<file path="config.mk">
export PLATFORM = sky130hd
export DESIGN_NAME = imm_ext_arbiter
export DESIGN_NICKNAME = d
export VERILOG_FILES = /design/src/rtl/imm_ext_pkg.sv /design/src/rtl/imm_ext_unit.sv /design/src/rtl/imm_ext_arbiter.sv
export SDC_FILE = /design/constraint.sdc
export NUM_CORES = 1
export LEC_CHECK = 0
export BUFFER_PORTS_ARGS = -buffer_cell sky130_fd_sc_hd__buf_2
export CAP_MARGIN = 20
export CORE_ASPECT_RATIO = 1.4
export CORE_UTILIZATION = 37
export CTS_CLUSTER_DIAMETER = 200
export CTS_CLUSTER_SIZE = 20
export DETAILED_ROUTE_END_ITERATION = 10
export HOLD_SLACK_MARGIN = 0.08
export PLACE_DENSITY = 0.54
export SYNTH_ARGS = -nofsm -noshare
export SYNTH_HDL_FRONTEND = slang
export SYNTH_HIERARCHICAL = 1
export SYNTH_SLANG_ARGS = --single-unit
</file>
<file path="constraint.sdc">
create_clock -name clk -period 6.34 [get_ports clk]
set_clock_uncertainty 0.15 [all_clocks]
set_input_delay 0.634 -clock clk [delete_from_list [all_inputs] [get_ports clk]]
set_output_delay 0.634 -clock clk [all_outputs]
set_load 0.05 [all_outputs]
</file>
<file path="src/rtl/imm_ext_pkg.sv">
// Shared types and constants for the immediate-extension arbiter.
// Extension modes, FIFO occupancy states and width defaults.
package imm_ext_pkg;

  localparam int DEF_IMM_W  = 15;
  localparam int DEF_DATA_W = 32;
  localparam int FIFO_DEPTH = 2;

  typedef enum logic [1:0] {
    SEXT      = 2'd0,
    ZEXT      = 2'd1,
    SEXT_SHL2 = 2'd2,
    UPPER     = 2'd3
  } ext_mode_t;

  // Encoded so the state value equals the entry count.
  typedef enum logic [1:0] {
    EMPTY = 2'd0,
    ONE   = 2'd1,
    FULL  = 2'd2
  } fifo_st_t;

endpackage

</file>
<file path="src/rtl/imm_ext_unit.sv">
// Combinational immediate extender: i_imm, i_mode -> o_data.
// Ports: i_imm (IMM_W), i_mode (ext_mode_t), o_data (DATA_W).
module imm_ext_unit
  import imm_ext_pkg::*;
#(
  parameter int IMM_W  = DEF_IMM_W,
  parameter int DATA_W = DEF_DATA_W
) (
  input  logic [IMM_W-1:0]  i_imm,
  input  ext_mode_t         i_mode,
  output logic [DATA_W-1:0] o_data
);

  localparam int PAD_W = DATA_W - IMM_W;

  logic [DATA_W-1:0] w_sext;
  logic [DATA_W-1:0] w_zext;
  logic [DATA_W-1:0] w_upper;

  assign w_sext  = {{PAD_W{i_imm[IMM_W-1]}}, i_imm};
  assign w_zext  = {{PAD_W{1'b0}}, i_imm};
  assign w_upper = {i_imm, {PAD_W{1'b0}}};

  always_comb begin
    o_data = w_sext;
    unique case (i_mode)
      SEXT:      o_data = w_sext;
      ZEXT:      o_data = w_zext;
      SEXT_SHL2: o_data = w_sext << 2;
      UPPER:     o_data = w_upper;
    endcase
  end

endmodule

</file>
<file path="src/rtl/imm_ext_arbiter.sv">
// Round-robin arbiter sharing one extender between two requesters,
// feeding a 2-entry tagged response FIFO with valid/ready ports.
module imm_ext_arbiter
  import imm_ext_pkg::*;
#(
  parameter int IMM_W  = DEF_IMM_W,
  parameter int DATA_W = DEF_DATA_W
) (
  input  logic              clk,
  input  logic              rst_n,
  input  logic [1:0]        req_valid,
  output logic [1:0]        req_ready,
  input  logic [IMM_W-1:0]  req_imm0,
  input  logic [IMM_W-1:0]  req_imm1,
  input  logic [1:0]        req_mode0,
  input  logic [1:0]        req_mode1,
  output logic              resp_valid,
  input  logic              resp_ready,
  output logic [DATA_W-1:0] resp_data,
  output logic              resp_id
);

  fifo_st_t          r_state;
  logic              r_rr_ptr;
  logic              r_head;
  logic              r_tail;
  logic [DATA_W-1:0] r_data [FIFO_DEPTH];
  logic              r_id   [FIFO_DEPTH];

  logic              w_pop;
  logic              w_push;
  logic              w_space;
  logic              w_ok;
  logic              w_sel;
  logic [1:0]        w_grant;
  logic [IMM_W-1:0]  w_imm;
  ext_mode_t         w_mode;
  logic [DATA_W-1:0] w_ext;

  assign resp_valid = (r_state != EMPTY);
  assign resp_data  = r_data[r_head];
  assign resp_id    = r_id[r_head];

  assign w_pop   = resp_valid & resp_ready;
  // A pop frees the head slot in the same edge, so full+pop still has room.
  assign w_space = (r_state != FULL) | w_pop;
  // Grants are blocked while reset is asserted.
  assign w_ok    = w_space & rst_n;

  always_comb begin
    w_grant = 2'b00;
    unique case (1'b1)
      w_ok && (req_valid == 2'b11):
        w_grant = r_rr_ptr ? 2'b10 : 2'b01;
      w_ok && (req_valid == 2'b01):
        w_grant = 2'b01;
      w_ok && (req_valid == 2'b10):
        w_grant = 2'b10;
      default:
        w_grant = 2'b00;
    endcase
  end

  assign req_ready = w_grant;
  assign w_push    = |w_grant;
  assign w_sel     = w_grant[1];
  assign w_imm     = w_sel ? req_imm1 : req_imm0;
  assign w_mode    = ext_mode_t'(w_sel ? req_mode1 : req_mode0);

  imm_ext_unit #(
    .IMM_W  (IMM_W),
    .DATA_W (DATA_W)
  ) u_ext (
    .i_imm  (w_imm),
    .i_mode (w_mode),
    .o_data (w_ext)
  );

  always_ff @(posedge clk or negedge rst_n) begin
    if (!rst_n) begin
      r_state  <= EMPTY;
      r_rr_ptr <= 1'b0;
      r_head   <= 1'b0;
      r_tail   <= 1'b0;
      for (int i = 0; i < FIFO_DEPTH; i++) begin
        r_data[i] <= '0;
        r_id[i]   <= 1'b0;
      end
    end else begin
      if (w_push) begin
        r_data[r_tail] <= w_ext;
        r_id[r_tail]   <= w_sel;
        r_tail         <= ~r_tail;
        r_rr_ptr       <= ~w_sel;
      end
      if (w_pop) begin
        r_head <= ~r_head;
      end
      unique case (r_state)
        EMPTY: begin
          if (w_push) r_state <= ONE;
        end
        ONE: begin
          if (w_push && !w_pop) r_state <= FULL;
          else if (!w_push && w_pop) r_state <= EMPTY;
        end
        FULL: begin
          if (w_pop && !w_push) r_state <= ONE;
        end
        default: r_state <= EMPTY;
      endcase
    end
  end

endmodule

</file>
==> results of run 1 <==
-- cell type report --
cell class	count	area (sq um)	share of cell area, %
Tap cell	135	168.9	3.780
Sequential cell	71	1777	39.76
Timing Repair Buffer	78	400.4	8.961
Multi-Input combinational cell	178	1823	40.80
Clock buffer	14	284.0	6.357
Inverter	4	15.01	0.3360
-- per-stage QoR --
stage	area [sq um]	util (%)	hold WS, ns	cells	total power [mW]
2_1_floorplan	3725	-	0.1884	269	1.698
3_3_place_gp	4184	42.50	0.3321	466	1.919
3_5_place_dp	4184	42.50	0.3391	466	1.933
4_1_cts	4468	45.38	0.1025	480	2.422
5_1_grt	4468	45.38	0.1132	480	2.510
6_report	4468	45.38	0.09061	480	2.390
-- kinds of logic (layout without fill, tap and decap cells) --
family	Yosys count	after routing	synth area share (%)
mux	115	115	35.54
flops	71	71	47.70
compound gates	40	40	8.667
simple gates	22	22	4.333
buf+inv	20	96	3.527
xor+xnor	1	1	0.2352
-- cells in the mapped netlist, drive strengths merged (2+ instances only) --
master / instances
mux2: 114
a21o: 14
nand2b: 2
nand2: 5
clkbuf: 4
dfrtp: 71
o21ai: 4
inv: 4
and2b: 2
buf: 12
a22o: 14
nor2b: 2
nor3b: 2
-- path summary, 6_finish.rpt --
kind                       slack (ns)        from             to
max reg2reg                      3.59  r_state[1]     r_data[30]
min in group clk                 0.35   r_data[2]      r_data[2]
max                              3.35      r_head  resp_data[31]
min                              0.09       rst_n      r_data[1]
min reg2reg                      0.35   r_data[2]      r_data[2]
max in group asynchronous        4.84       rst_n     r_data[49]
-- layout by cell type, fill, tap and decap left out, drive strengths merged --
| master | Yosys | final |
|---|---|---|
| mux2i | 1 | 1 |
| or3b | 1 | 1 |
| nor3 | 1 | 1 |
| nor2 | 1 | 1 |
| a32o | 1 | 1 |
| nand2b | 2 | 2 |
| o211ai | 1 | 1 |
| inv | 4 | 4 |
| and3b | 1 | 1 |
| o31ai | 1 | 1 |
| a31oi | 1 | 1 |
| a211oi | 1 | 1 |
| nor3b | 2 | 2 |
| or3 | 1 | 1 |
| and2b | 2 | 2 |
| buf | 12 | 78 |
| nand3 | 1 | 1 |
| a21o | 14 | 14 |
| nand2 | 5 | 5 |
| xnor2 | 1 | 1 |
| nor2b | 2 | 2 |
| mux2 | 114 | 114 |
| a22o | 14 | 14 |
| dfrtp | 71 | 71 |
| clkbuf | 4 | 14 |
| and2 | 1 | 1 |
| o21a | 1 | 1 |
| a41oi | 1 | 1 |
| a21boi | 1 | 1 |
| o21ai | 4 | 4 |
| or2 | 1 | 1 |
| and4 | 1 | 1 |
-- registers in the layout, indices dropped and copies added (netlist names) --
register	count
r_data	64
r_id	2
r_state	2
r_head	1
r_rr_ptr	1
r_tail	1
-- metal layers --
metal,GRT usage [%],vias to the layer above,part of all wire (%)
li1,-,1137,-
met2,29.92,38,52
met4,7.813,0,2.0
met3,3.549,12,2.9
met5,0,-,0
met1,20.86,1223,43
-- power by group --
group / switching [mW] / leakage [nW] / internal, mW / total, mW
Combinational: 0.735 / 1.15 / 0.424 / 1.16
Clock: 0.178 / 0.141 / 0.303 / 0.481
Sequential: 0.111 / 0.887 / 0.639 / 0.750
==> flow_summary.yaml, run 1 <==
yosys:
  yosysTopAreaCell: "dfrtp_1"
  ys.flop_type: "dfrtp_1"
  synth_edf_count: 0
  async_flop_share_pct: 100.0
  ys_seq_area_share_pct: 47.70
  yosysTopAreaCellShare_pct: 47.70
  syn_avg_cell_area_sq_um: 13.85
  ys_top_cells_by_area: "dfrtp_1, mux2_2, mux2_4"
  yosysUniqueCellTypes: 40
  synth_seq_cells: 71
  syn_area_sq_mm: 0.003725
  synth_fp_nets: 308
  ys.warnings.count: 6
  netlist_instances: 269
critical_path:
  worstPathMaxFanout: 18
  critPathLaunchType: "flop"
  reg2reg_depth: 6
  critical_path_class: "flop to primary output"
  max_stage_delay_ns: 0.84
  critical_path.top_delay_family: "flip-flops"
  worst-path-stages: 3
  cp_slowest_cell: "dfrtp_1"
  crit_chain: "buf_4, mux2_2, buf_2"
  path_buf_inv: 2
  critPathRequiredTime_ns: 5.56
  end_kind: "primary output"
  crit_arrival_ns: 2.20
flow_run:
  maxCapViolations: 0
clocking:
  post_cts_resized: 0
  clock-root-buffer: "clkbuf_16"
  cts_setup_buffers: 0
  tritoncts: "done"
  hold_buffers: 0
  cts.clk_slew.worst_paths_ns: 0.05
  clock_path_buffers: 2
  cts.sinks: 71
  clk_latency_ns: 0.33
  cts_buffers: 9
  h-tree-depth: 3
route:
  drt_pass1_iterations: 4
  drt_iter0_drc: 53
  num_vias: 2410
  drt.antenna.violating_nets: 0
  wl_per_cell_um: 17.54
  wirelength_um: 8419
  drc: 0
  viasPerCell: 5.021
placement:
  portBuffers: 74
  place_congestion: 0.6909
  dp_slack_ns: 3.137
  hpwl_um: 5866
global_route:
  grt_pass1_wl_um: 13440
  grt.overflow.total: 0
  grt_pass1_vias: 2531
  track_usage_pct: 17.48
  antenna_found_initial: 0
  grt_max_degree: 59
final_layout:
  fillers: 938
  antenna_cells: 0
  nNetsFinal: 381
  drive_gt1_share_pct: 65.22
  area_growth_pct: 19.95
timing:
  drv_slew: 0
  fin_crit_sh_pct: 47.09
  period_minus_slack_ns: 2.986
  hold_viol: 0
  setup_ws_ns: 3.354
  tns_ns: 0
  setup_viol: 0
  worstMarginPinSlew_ns: 0.7775
  max_slew_margin_pct: 47.62
  grt_setup_unrepaired: "no"
  fmax_mhz: 334.9
floorplanning:
  die_x_um: 86.80
  die_height_um: 120.7
  core_area_sq_mm: 0.009846
  dieArea_sq_mm: 0.01048
  ioPinCount: 75
  row_count: 43
  initial_utilization_pct: 37.83
pwr:
  p_leak_nw: 2.182
  ir_worst_vdd_mv: 0.2804
  p_per_area_mw_per_mm2: 535.0
min_path:
  hold_class: "input pin to async pin"
outcome:
  status: "completed"
Power figures use the tool's default switching activity.
==> inputs of run 2 (changes only) <==
--- a/config.mk
+++ b/config.mk
@@ -5,6 +5,7 @@
 export SDC_FILE = /design/constraint.sdc
 export NUM_CORES = 1
 export LEC_CHECK = 0
+export ABC_AREA = 1
 export BUFFER_PORTS_ARGS = -buffer_cell sky130_fd_sc_hd__buf_2
 export CAP_MARGIN = 20
 export CORE_ASPECT_RATIO = 1.4
@@ -13,7 +14,7 @@
 export CTS_CLUSTER_SIZE = 20
 export DETAILED_ROUTE_END_ITERATION = 10
 export HOLD_SLACK_MARGIN = 0.08
-export PLACE_DENSITY = 0.54
+export PLACE_DENSITY = 0.56
 export SYNTH_ARGS = -nofsm -noshare
 export SYNTH_HDL_FRONTEND = slang
 export SYNTH_HIERARCHICAL = 1
==> constraint.sdc (replaced) <==
create_clock -name clk -period 2.7 [get_ports clk]
set_clock_uncertainty 0.15 [all_clocks]
set_input_delay 0.27 -clock clk [delete_from_list [all_inputs] [get_ports clk]]
set_output_delay 0.27 -clock clk [all_outputs]
set_load 0.05 [all_outputs]
==> run 2 against run 1 <==
  * Core utilization decreased by 0.56 points
  * Area after synthesis up 6.2%
  * Sequential cell count is the same
  * Combinational power grew to 2.5 times the previous value
  * Cell count is 54% higher
  * Sequential power increased by 150%
  * Die area rose by 6.1%
  * Count of clock-buffer cells in the layout decreased by 1
  * Non-clock buffer count up 12
  * Register-to-register slack got worse by 3.2 ns
  * Synthesized cell count up 98%
  * Hold slack improved by 0.10 ns
==> flow_summary.yaml, run 2 <==
final_layout:
  layout.cells.non_filler: 741
  area_growth_pct: 17.91
  final_common_cell: "nand2_1"
  drive_gt1_share_pct: 20.56
  final_cell_mix: "nand2_1, o21ai_0, buf_2, dfrtp_1, inv_1"
  antenna_cells: 0
  largest-register: "r_data"
  reg_top3: "r_data (64), r_id (2), r_state (2)"
  fin_util_pct: 44.82
  nNetsFinal: 637
  final_cell_area_sq_mm: 0.004663
  largest_reg_flops: 64
yosys:
  syn_avg_cell_area_sq_um: 7.434
  yosysTopAreaCell: "dfrtp_1"
  async_flop_share_pct: 100.0
  synth_edf_count: 0
  ys_top_cells_by_area: "dfrtp_1, nand2_1, o21ai_0"
  synth_common_cells: "nand2_1, o21ai_0, dfrtp_1"
  synth_fp_nets: 571
  synth_seq_cells: 71
  yosysTopAreaCellShare_pct: 44.92
  syn_area_sq_mm: 0.003955
  ys.warnings.count: 6
  synth_most_common_cell: "nand2_1"
  netlist_instances: 532
  ys.flop_type: "dfrtp_1"
  yosysUniqueCellTypes: 28
  ys_seq_area_share_pct: 44.92
floorplanning:
  core_area_sq_mm: 0.01041
  die_height_um: 124.3
  ioPinCount: 75
  initial_utilization_pct: 38.01
  die_x_um: 89.38
  row_count: 44
  dieArea_sq_mm: 0.01111
placement:
  portBuffers: 74
  hpwl_um: 7445
  placed_area_sq_mm: 0.004335
  dp_slack_ns: 0.2187
  place_inst: 721
  place_congestion: 0.8483
timing:
  period_minus_slack_ns: 2.510
  tns_ns: 0
  fmax_mhz: 398.4
  hold_viol: 0
  grt_setup_unrepaired: "no"
  max_slew_margin_pct: 42.93
  drv_slew: 0
  setup_ws_ns: 0.1899
  fin_hold_ws_ns: 0.1933
  fin_crit_sh_pct: 92.97
  worstMarginPinSlew_ns: 0.8540
  setup_viol: 0
route:
  wirelength_um: 10560
  drc: 0
  drt_pass1_iterations: 4
  drt.antenna.violating_nets: 0
  wl_per_cell_um: 14.24
  drt_iter0_drc: 195
  num_vias: 3634
  viasPerCell: 4.904
critical_path:
  cp_slowest_cell: "dlygate4sd3_1"
  worstPathMaxFanout: 31
  critical_path_class: "input pin to flop"
  crit_top_cell: "nand2_1"
  max_stage_delay_ns: 0.52
  end_kind: "flop"
  critPathRequiredTime_ns: 2.74
  crit_arrival_ns: 2.55
  crit_chain: "dlygate4sd3_1, buf_2, nand2_1, nor3_4, buf_4, nand2_1, nand2_1, buf_8, nor2_4, nand2_4, nand3_1, nand2_1, o21ai_1"
  critPathLaunchType: "input pin"
clocking:
  cts.clk_slew.worst_paths_ns: 0.06
  clock-root-buffer: "clkbuf_16"
  h-tree-depth: 3
  cts.sinks: 71
  cts_buffers: 9
  tritoncts: "done"
  clk_latency_ns: 0.33
  clock_path_buffers: 2
pwr:
  p_leak_nw: 2.450
  p_total_mw: 5.866
  p_per_area_mw_per_mm2: 1258
  ir_worst_vdd_mv: 0.4532
global_route:
  grt_max_degree: 43
  grt_pass1_vias: 3406
  grt.overflow.total: 0
  track_usage_pct: 20.49
  antenna_found_initial: 0
  grt_pass1_wl_um: 17040
outcome:
  status: "completed"
flow_run:
  maxCapViolations: 0
min_path:
  hold_class: "input pin to async pin"
-- run 2: changes by cell type after synthesis, moves of 10 or more --
cell	previous run	this run
nand3_1	1	38
a21o_1	14	0
nand2_1	5	209
o21ai_1	0	25
inv_1	3	46
o21ai_0	4	79
a22o_2	10	0
mux2_2	106	0
-- run 2: cells by family (layout without fill, tap and decap cells) --
| kind of cell | count (synthesis) | count (layout) | share of synthesized area (%) |
|---|---|---|---|
| xor+xnor | 2 | 2 | 0.4430 |
| buf+inv | 87 | 158 | 11.77 |
| compound gates | 115 | 115 | 15.63 |
| flops | 71 | 71 | 44.92 |
| simple gates | 257 | 257 | 27.24 |
-- run 2: layer usage --
layer	global-route usage, %	wire [um]	up-vias
met5	0	0	-
met4	5.696	112	0
met3	5.036	451	11
met2	32.87	5150	94
met1	27.20	4841	1709
li1	-	-	1820
-- run 2: cell type report --
| type | instances | area, sq um |
|---|---|---|
| multi-input cells | 374 | 1713 |
| repair buffers | 90 | 519.2 |
| flip-flops and latches | 71 | 1778 |
| well taps | 138 | 172.7 |
| clock inverters | 3 | 17.52 |
| fillers | 1072 | 5742 |
| inverters | 51 | 195.2 |
| clock buffers | 13 | 260.3 |
| repair inverters | 1 | 7.507 |
-- run 2: worst paths after layout --
| check | start | depth (start not counted) | slack (ns) | to |
|---|---|---|---|---|
| min in group clk | req_valid[0] | 3 | 0.22 | r_state[0] |
| max reg2reg | r_state[0] | 13 | 0.38 | r_data[54] |
| min reg2reg | r_data[18] | 2 | 0.33 | r_data[18] |
| max | rst_n | 13 | 0.19 | r_data[54] |
| min | rst_n | 2 | 0.19 | r_state[1] |
| max in group asynchronous | rst_n | 4 | 0.98 | r_data[48] |
-- run 2: critical path, delay by kind of cell --
| kind | cells | cell delay, ns |
|---|---|---|
| AO/OA/AOI/OAI | 1 | 0.06 |
| buffers and inverters | 4 | 1.19 |
| AND/OR/NAND/NOR | 8 | 1.01 |
-- run 2: report_power, final --
group	internal (mW)	switching [mW]
Clock	0.669	0.432
Sequential	1.56	0.289
Combinational	0.700	2.22
Total	2.92	2.94
-- run 2: what timing repair did --
item | 4_1_cts | 5_1_grt
gates resized for setup | 0 | 5
setup buffers | 0 | 1
endpoints found under the setup margin | 0 | 26
endpoints found under the hold margin | 4 | 0
hold buffers | 2 | 0
==> inputs of run 3 (changes only) <==
==> constraint.sdc (replaced) <==
create_clock -name clk -period 2.7 [get_ports clk]
set_clock_uncertainty 0.15 [all_clocks]
set_input_delay 0.405 -clock clk [delete_from_list [all_inputs] [get_ports clk]]
set_output_delay 0.405 -clock clk [all_outputs]
set_load 0.05 [all_outputs]
==> run 3 against run 2 <==
  * Combinational power up 2%
  * Hold slack worse by 0.048 ns
  * Non-clock buffer count down 3
  * Largest power group unchanged
  * Maximum frequency up 3.3%
==> flow_summary.yaml, run 3 (same netlist as run 2, synthesis figures left out) <==
timing:
  worstMarginPinSlew_ns: 0.6261
  fin_crit_sh_pct: 89.96
  max_slew_margin_pct: 58.06
  period_minus_slack_ns: 2.429
  tns_ns: 0
  fmax_mhz: 411.7
  hold_viol: 0
  drv_slew: 0
  setup_viol: 0
  grt_setup_unrepaired: "no"
placement:
  placed_area_sq_mm: 0.004348
  portBuffers: 74
  place_congestion: 0.8761
  place_inst: 721
  hpwl_um: 7395
route:
  drc: 0
  drt_pass1_iterations: 5
  wl_per_cell_um: 14.11
  wirelength_um: 10400
  viasPerCell: 4.939
  num_vias: 3640
  drt_iter0_drc: 188
  drt.antenna.violating_nets: 0
final_layout:
  drive_gt1_share_pct: 20.53
  fin_util_pct: 44.62
  final_cell_mix: "nand2_1, o21ai_0, buf_2, dfrtp_1, inv_1"
  nNetsFinal: 633
  final_cell_area_sq_mm: 0.004643
  largest_reg_flops: 64
  antenna_cells: 0
  reg_top3: "r_data (64), r_id (2), r_state (2)"
  layout.cells.non_filler: 737
  final_common_cell: "nand2_1"
  largest-register: "r_data"
  area_growth_pct: 17.40
global_route:
  grt_max_degree: 42
  antenna_found_initial: 0
  grt.overflow.total: 0
  grt_pass1_wl_um: 17480
  grt_pass1_vias: 3522
  track_usage_pct: 20.90
flow_run:
  maxCapViolations: 0
floorplanning:
  die_height_um: 124.3
  row_count: 44
  ioPinCount: 75
  initial_utilization_pct: 38.01
  core_area_sq_mm: 0.01041
  die_x_um: 89.38
  dieArea_sq_mm: 0.01111
pwr:
  p_per_area_mw_per_mm2: 1269
  p_total_mw: 5.893
  ir_worst_vdd_mv: 0.4947
  p_leak_nw: 2.453
outcome:
  status: "completed"
clocking:
  clock_path_buffers: 2
  tritoncts: "done"
  cts_setup_buffers: 0
  hold_buffers: 0
  clock-root-buffer: "clkbuf_16"
  clk_latency_ns: 0.34
  h-tree-depth: 3
  cts.clk_slew.worst_paths_ns: 0.06
  cts_buffers: 9
  cts.sinks: 71
  post_cts_resized: 0
critical_path:
  crit_chain: "inv_2, nand3_2, nand2_1, nor3_4, buf_4, buf_2"
  critical_path_class: "flop to primary output"
  path_buf_inv: 3
  crit_arrival_ns: 1.87
  max_stage_delay_ns: 0.39
  r2r_start: "r_state[0]"
  critical_path.top_delay_family: "buffers and inverters"
  cp-startpoint: "r_state[0]"
  end_kind: "primary output"
  worstPathMaxFanout: 13
  critPathRequiredTime_ns: 2.14
  cp_slowest_cell: "dfrtp_1"
  rrSetupSlack_ns: 0.40
  critPathLaunchType: "flop"
min_path:
  hold_class: "input pin to async pin"
## run 3: cell count changes in the layout (fill, tap and decap cells not counted), sizes merged
cell         previous run  this run
clkinvlp                3         0
clkinv                  2         4
buf                    88        87
dlygate4sd3             2         0
## run 3: final timing paths
check                                to  cells after the start
max in group asynchronous    r_data[15]                      3
min in group clk                 r_head                      3
min                           r_data[1]                      2
max                        req_ready[1]                      6
max reg2reg                  r_data[34]                     12
min reg2reg                  r_data[15]                      2
## run 3: final cells by class
cell class | count | area, sq um
fillers | 1070 | 5762
flip-flops and latches | 71 | 1778
multi-input cells | 374 | 1713
repair buffers | 87 | 493.0
clock buffers | 13 | 280.3
inverters | 51 | 191.4
well taps | 138 | 172.7
clock inverters | 3 | 15.01
## run 3: metrics by stage
| stage | hold slack [ns] | worst slack [ns] |
|---|---|---|
| after CTS | 0.1749 | 0.2287 |
| after global placement | 0.3145 | 0.2941 |
| after floorplan | -0.04059 | 0.4757 |
| after global routing | 0.2052 | 0.08991 |
| after detailed placement | 0.3361 | 0.2719 |
| final | 0.1457 | 0.2710 |
## run 3: where the power goes
part	leakage, nW	switching (mW)	total [mW]	internal, mW
logic	1.39	2.29	2.98	0.693
clock network	0.151	0.440	1.16	0.717
registers	0.910	0.195	1.75	1.56
## run 3: routing by layer
metal	share of wire, %	wire length (um)	GRT usage [%]
met1	45	4685	27.78
met5	0	0	0
met4	2.7	278	8.777
met2	47	4921	31.97
met3	4.9	512	5.302
